File: src/rtl/stopwatch_ctrl.sv
// stopwatch_ctrl: button front-end and 10 ms prescaler for the stopwatch digit chain.
// Two raw buttons are synchronized, optionally debounced, and edge-detected into one-cycle
// press pulses. The pulses drive a four-state run/pause/lap/clear sequencer. The prescaler
// count sec_count runs only while running.
// Optional feature: define STOPWATCH_DEBOUNCE_EN to insert a per-button debounce counter
// of DEBOUNCE_CYCLES stable cycles between the synchronizer and the edge detector.
module stopwatch_ctrl #(
   parameter int TICK_DIV        = 500000,
   parameter int DEBOUNCE_CYCLES = 1000000
) (
   input  logic        clk,
   input  logic        reset,
   input  logic        btn_start_stop,
   input  logic        btn_lap_reset,
   output logic [18:0] sec_count,
   output logic        tick,
   output logic        stop,
   output logic        running,
   output logic        lap_hold,
   output logic [1:0]  state
);

   typedef enum logic [1:0] {
      ST_IDLE  = 2'd0,
      ST_RUN   = 2'd1,
      ST_PAUSE = 2'd2,
      ST_LAP   = 2'd3
   } state_t;

   // Terminal prescaler value, held at the full 19-bit width for every comparison.
   localparam logic [18:0] TICK_MAX = 19'(TICK_DIV - 1);

   // Bit 0 carries start_stop, bit 1 carries lap_reset throughout the input path.
   logic [1:0]  meta_q, meta_d;
   logic [1:0]  sync_q, sync_d;
   logic [1:0]  lvl;
   logic [1:0]  prev_q, prev_d;
   logic [1:0]  press;
   logic        press_ss;
   logic        press_lr;
   state_t      state_q, state_d;
   logic [18:0] count_q, count_d;

   // Two-flop synchronizer inputs for both raw buttons.
   always_comb begin
      meta_d = {btn_lap_reset, btn_start_stop};
      sync_d = meta_q;
   end

   // Synchronizer registers.
   always_ff @(posedge clk) begin
      if (reset) begin
         meta_q <= '0;
         sync_q <= '0;
      end else begin
         meta_q <= meta_d;
         sync_q <= sync_d;
      end
   end

`ifdef STOPWATCH_DEBOUNCE_EN
   localparam int              DB_W    = $clog2(DEBOUNCE_CYCLES + 1);
   localparam logic [DB_W-1:0] DB_LAST = DB_W'(DEBOUNCE_CYCLES - 1);

   logic [1:0]            acc_q, acc_d;
   logic [1:0][DB_W-1:0]  db_cnt_q, db_cnt_d;

   // Accept a new level only after it has differed from the accepted one for
   // DEBOUNCE_CYCLES consecutive cycles; any return to the accepted level restarts the count.
   always_comb begin
      acc_d    = acc_q;
      db_cnt_d = '0;
      for (int i = 0; i < 2; i++) begin
         if (sync_q[i] != acc_q[i]) begin
            if (db_cnt_q[i] == DB_LAST) begin
               acc_d[i] = sync_q[i];
            end else begin
               db_cnt_d[i] = db_cnt_q[i] + DB_W'(1);
            end
         end
      end
   end

   // Debounce registers.
   always_ff @(posedge clk) begin
      if (reset) begin
         acc_q    <= '0;
         db_cnt_q <= '0;
      end else begin
         acc_q    <= acc_d;
         db_cnt_q <= db_cnt_d;
      end
   end

   assign lvl = acc_q;
`else
   // Debounce compiled out: the edge detector watches the synchronizer output directly.
   if (DEBOUNCE_CYCLES >= 0) begin : g_no_debounce
      assign lvl = sync_q;
   end
`endif

   // Rising-edge detection on the accepted level gives one pulse per press, none while held.
   always_comb begin
      prev_d   = lvl;
      press    = lvl & ~prev_q;
      press_ss = press[0];
      press_lr = press[1];
   end

   // Edge-detector history register.
   always_ff @(posedge clk) begin
      if (reset) begin
         prev_q <= '0;
      end else begin
         prev_q <= prev_d;
      end
   end

   // State register.
   always_ff @(posedge clk) begin
      if (reset) begin
         state_q <= ST_IDLE;
      end else begin
         state_q <= state_d;
      end
   end

   // Next-state logic; start_stop wins a same-cycle collision and lap_reset is dropped.
   always_comb begin
      state_d = state_q;
      case (state_q)
         ST_IDLE: begin
            if (press_ss) state_d = ST_RUN;
         end
         ST_RUN: begin
            if (press_ss)      state_d = ST_PAUSE;
            else if (press_lr) state_d = ST_LAP;
         end
         ST_LAP: begin
            if (press_ss)      state_d = ST_PAUSE;
            else if (press_lr) state_d = ST_RUN;
         end
         ST_PAUSE: begin
            if (press_ss)      state_d = ST_RUN;
            else if (press_lr) state_d = ST_IDLE;
         end
      endcase
   end

   // Prescaler next value, chosen from the current state. A pause can never leave the count
   // parked on its terminal value, or the digit counters would advance every cycle.
   always_comb begin
      count_d = count_q;
      case (state_q)
         ST_IDLE:  count_d = '0;
         ST_RUN,
         ST_LAP:   count_d = (count_q == TICK_MAX) ? '0 : count_q + 19'd1;
         ST_PAUSE: count_d = (count_q == TICK_MAX) ? '0 : count_q;
      endcase
   end

   // Prescaler register.
   always_ff @(posedge clk) begin
      if (reset) begin
         count_q <= '0;
      end else begin
         count_q <= count_d;
      end
   end

   // Output decode from registered state and count.
   always_comb begin
      state     = state_q;
      sec_count = count_q;
      tick      = (count_q == TICK_MAX);
      stop      = (state_q == ST_IDLE);
      running   = (state_q == ST_RUN) || (state_q == ST_LAP);
      lap_hold  = (state_q == ST_LAP);
   end

endmodule

File: config.mk
export PLATFORM = sky130hd
export DESIGN_NAME = stopwatch_ctrl
export DESIGN_NICKNAME = d
export VERILOG_FILES = /design/src/rtl/stopwatch_ctrl.sv
export SDC_FILE = /design/constraint.sdc
export NUM_CORES = 1
export LEC_CHECK = 0
export ABC_AREA = 0
export CORE_ASPECT_RATIO = 0.75
export CORE_UTILIZATION = 47
export CTS_CLUSTER_DIAMETER = 30
export DETAILED_ROUTE_END_ITERATION = 7
export HOLD_SLACK_MARGIN = 0.12
export PLACE_DENSITY_LB_ADDON = 0.2
export SYNTH_ARGS = -nofsm -noshare
export SYNTH_HDL_FRONTEND = slang
export SYNTH_SLANG_ARGS = --single-unit
File: constraint.sdc
create_clock -name clk -period 3.8 [get_ports clk]
set_input_delay 0.57 -clock clk [delete_from_list [all_inputs] [get_ports clk]]
set_output_delay 0.57 -clock clk [all_outputs]
set_load 0.005 [all_outputs]
; Word level (Yosys, flattened, before mapping)
; Cells that the tools add are included.
[classes]
n_eq_ne = 9
n_reduce_logical = 4
addsub = 1
bitwise_logic = 2
mux = 11
[op_table]
columns = op, count
row1 = one-hot mux 19 bit (3 select lines), 1
row2 = 2-to-1 mux 19 bit, 2
row3 = adder 19 x 1 -> 19 bit (second input constant), 1
row4 = == test 19 bit (second input constant), 1
row5 = 2-to-1 mux 2 bit, 7
row6 = one-hot mux 2 bit (4 select lines), 1
row7 = != test 3 bit (second input constant), 2
row8 = == test 2 bit (second input constant), 2
row9 = AND reduction 4 bit, 1
row10 = != test 3 x 1 -> 1 bit (second input constant), 1
row11 = bitwise AND 2 bit, 1
row12 = == test 2 x 1 -> 1 bit (second input constant), 1
row13 = logical NOT 2 bit, 1
row14 = != test 2 x 1 -> 1 bit (second input constant), 1
row15 = != test 2 bit (second input constant), 1
row16 = NOT 2 bit, 1
row17 = OR reduction 2 bit, 1
row18 = logical OR 1 bit, 1
[word_totals]
regBits = 27
out_inout_bits = 25

; Logic depth before layout (Yosys ltp)
[depth]
depth_word = 5
ltp_mapped = 6
depth_no_buf = 5

; Least setup slack after synthesis
; Ideal clock, no wire load.
[synth_timing]
path_kind = flip-flop to flip-flop
from = reg count_q[0], in the netlist sec_count[0]
to = reg count_q[16], in the netlist sec_count[16]
setup_slack_ps = 1879
path_stages_with_launch = 6
t_arrival_ps = 1851
period_less_slack_ps = 1921
required_ps = 3730
setup_time_ps = 70
path_cell_list = dfxtp_1 -> ha_1 -> nand4_2 -> or4_4 -> or3_1 -> a21oi_1
[synth_via]
elab_chain_cells = 3
elab_cells_between_ends = 5
[synth_rtl]
columns = element, line
row1 = from (decl), 42  ; logic [18:0] count_q, count_d;
row2 = from (signal assigned), 168  ; count_q <= count_d;
row3 = adder 19 x 1 -> 19 bit or == test 19 bit (tied branches), "158, 159"
row4 = 2-to-1 mux 19 bit, 158  ; ST_LAP: count_d = (count_q == TICK_MAX) ? '0 : count_q + 19'd1;
row5 = one-hot mux 19 bit (3 select lines), 155  ; case (state_q)
; Parallel ways exist; a longest one is shown, timed or not.
; A chain may end at the register's enable or synchronous reset.

; Worst setup path in the final report
[layout_timing]
from = reg count_q[0], in the netlist sec_count[0]
to = out tick
[layout_via]
elab_chain_cells = 1
[layout_rtl]
columns = element, line
row1 = == test 19 bit, 176  ; tick = (count_q == TICK_MAX);
row2 = to (decl), 16  ; output logic tick,
; Every way passes these cells.

==> qor.yml <==
clock_tree:
  post_cts.repair.setup_buffers: 0
  cts_buffers: 3
  clockBufferDepth: 2
  clkLatencyLatePin_ns: 0.27
  cts_tree: "yes"
  cts.sink_count: 27
  h-tree-depth: 1
  path_clk_slew_ns: 0.10
  clock-root-buffer: "clkbuf_8"
  cts_hold_buffers: 0
  postCtsResizedCells: 0
power_and_ir_drop:
  total_power_mw: 0.4915
  vdd_drop_max_mv: 0.3314
  power.density_mw_per_mm2: 287.8
  leakage_nw: 0.5261
timing:
  whs_ns: 0.4462
  hold_viol_final: 0
  period_needed_ns: 2.522
  max_slew_margin_pct: 52.97
  finalSetupViolCount: 0
  setup_tns_ns: 0
  grt_setup_unrepaired: "no"
  slew_viol_final: 0
  worst_slew_pin_slew_ns: 0.7044
  fmax_ghz: 0.3964
  clock-skew-final_ns: 0.01059
  finalCritPeriodShare_pct: 66.38
layout:
  nFillCells: 230
  finalNonFillerCells: 224
  final_core_util_pct: 63.67
  multi_input_area_um2: 755.7
  regArea_um2: 540.5
  diodes: 0
  syn_to_final_growth_pct: 25.23
  nNetsFinal: 194
  drive_above_1_share_pct: 6.915
die:
  core_area_mm2: 0.002683
  rows: 16
  dieArea_mm2: 0.003123
  pin_count: 29
  initial_utilization_pct: 50.84
  die_h_um: 48.65
  die_w_um: 64.20
routing:
  drt_first_pass_iters: 5
  drt_iter0_drc: 96
  wl_per_cell_um: 14.59
  drc_errors: 0
  vias: 1326
  routed_wl_mm: 3.268
  antenna_left: 0
  vias_per_cell: 5.920
yosys:
  synth.area.top_cells: "dfxtp_1 (40%), a21oi_1 (4.8%), nand3_1 (4.8%)"
  ys_seq_area_share_pct: 39.63
  synth_top_flop_cell: "dfxtp_1"
  ys_ff_latch: 27
  synth_area_per_cell_um2: 8.266
  synth_fp_nets: 170
  syn_inst: 165
  syn-cell-area_mm2: 0.001364
  synth_largest_area_cell: "dfxtp_1"
  synth-async-reset-ratio_pct: 0
  synth-edff-count: 0
  ys_types: 39
  synth_top_area_share_pct: 39.63
  synth_warnings: 0
worst_setup_path:
  cp.arrival_ns: 1.95
  required_ns: 3.23
  startpoint_type: "flop"
  crit_type: "reg2out"
  end_kind: "output pin"
  cp_max_fo: 7
  r2r_cells: 5
global_route:
  grt_max_degree: 21
  grt_pass1_wl_mm: 5.727
  gr-total-overflow: 0
  grt_pass1_vias: 1221
  antenna_found_initial: 0
  track_usage_pct: 23.25
placed_design:
  gp_congestion: 0.8342
  hpwl_mm: 2.273
  dp.cells: 220
  numPortBuffers: 28
run:
  cap_violations: 0
min_path:
  hold_depth: 1
  worstHoldPathType: "reg2reg"
run_status:
  status: "finished clean"
sequential cells by signal, indices dropped and copies added, names as in the netlist:
name	flops
lvl	2
sec_count	19
state	2
prev_q	2
meta_q	2
metal layers:
layer	up-vias	share of wire [%]	GRT usage, %
met5	-	0	0
met4	0	0.76	4.074
met3	5	6.7	5.425
met2	49	48	39.36
met1	623	44	30.50
li1	649	-	-
logic make-up (layout without fill, tap and decap cells):
logic type	Yosys count	in the layout	share of synthesized area, %
simple gates	74	74	31.38
flops	27	27	39.63
xor+xnor	6	6	3.853
buf+inv	17	40	4.954
mux	3	3	2.477
compound gates	37	37	16.79
fa+ha+maj	1	1	0.9173
path summary, 6_finish.rpt:
path | startpoint | to | slack, ns
min reg2reg | meta_q[0] | lvl[0] | 0.45
max reg2reg | sec_count[0] | sec_count[16] | 1.65
max | sec_count[0] | tick | 1.28
min | meta_q[0] | lvl[0] | 0.45
report_power, final:
group          leakage [nW]  internal (mW)  total [mW]  switching, mW
logic                 0.285         0.0170      0.0327         0.0158
clock network        0.0228         0.0752       0.164         0.0892
registers             0.219          0.287       0.294        0.00707
total                 0.526          0.379       0.492          0.112
layout make-up:
class / count / share of cell area [%]
flip-flops and latches: 27 / 31.65
repair buffers: 31 / 17.73
clock buffers: 4 / 2.637
multi-input cells: 121 / 44.25
inverters: 5 / 1.099
well taps: 36 / 2.637
cells in the mapped netlist (3+ instances only):
library cell / count
o21a_1: 3
xnor2_1: 4
nand2_1: 10
nand3_1: 13
nand4_1: 5
a21oi_1: 13
and3_1: 3
mux2_2: 3
nor3_1: 3
nor2b_1: 8
inv_1: 5
or3_1: 3
nor4_1: 5
dfxtp_1: 27
o21ai_0: 6
clkbuf_1: 9
nor2_1: 9
a31oi_1: 4
buf_2: 3
through the flow:
| stage | worst slack (ns) | instance area, um2 |
|---|---|---|
| 3_5_place_dp | 1.575 | 1663 |
| 3_3_place_gp | 1.632 | 1663 |
| 2_1_floorplan | 1.879 | 1364 |
| 6_report | 1.278 | 1708 |
| 4_1_cts | 1.277 | 1708 |
| 5_1_grt | 1.170 | 1708 |
cell usage in the layout, fill, tap and decap left out, drive strengths merged, types with 3 or more instances in the layout:
master         synthesis  layout
dfxtp                 27      27
o21ai                  7       7
nand4                  7       7
nor2b                  8       8
xnor2                  4       4
or3                    3       3
and3                   3       3
or4                    3       3
a31oi                  4       4
nand2                 10      10
nor3                   3       3
inv                    5       5
clkdlybuf4s50          0      28
nor4                   5       5
nor2                   9       9
nand3                 13      13
buf                    3       3
o21a                   3       3
a21oi                 13      13
clkbuf                 9       4
mux2                   3       3
worst max-delay path: stages (launching register included):
cell	delay [ns]
dfxtp_1	0.45
ha_1	0.27
and4_1	0.24
nand2_1	0.10
nor2_1	0.12
clkdlybuf4s50_1	0.50
No activity file was read; power rests on OpenSTA's default activity.
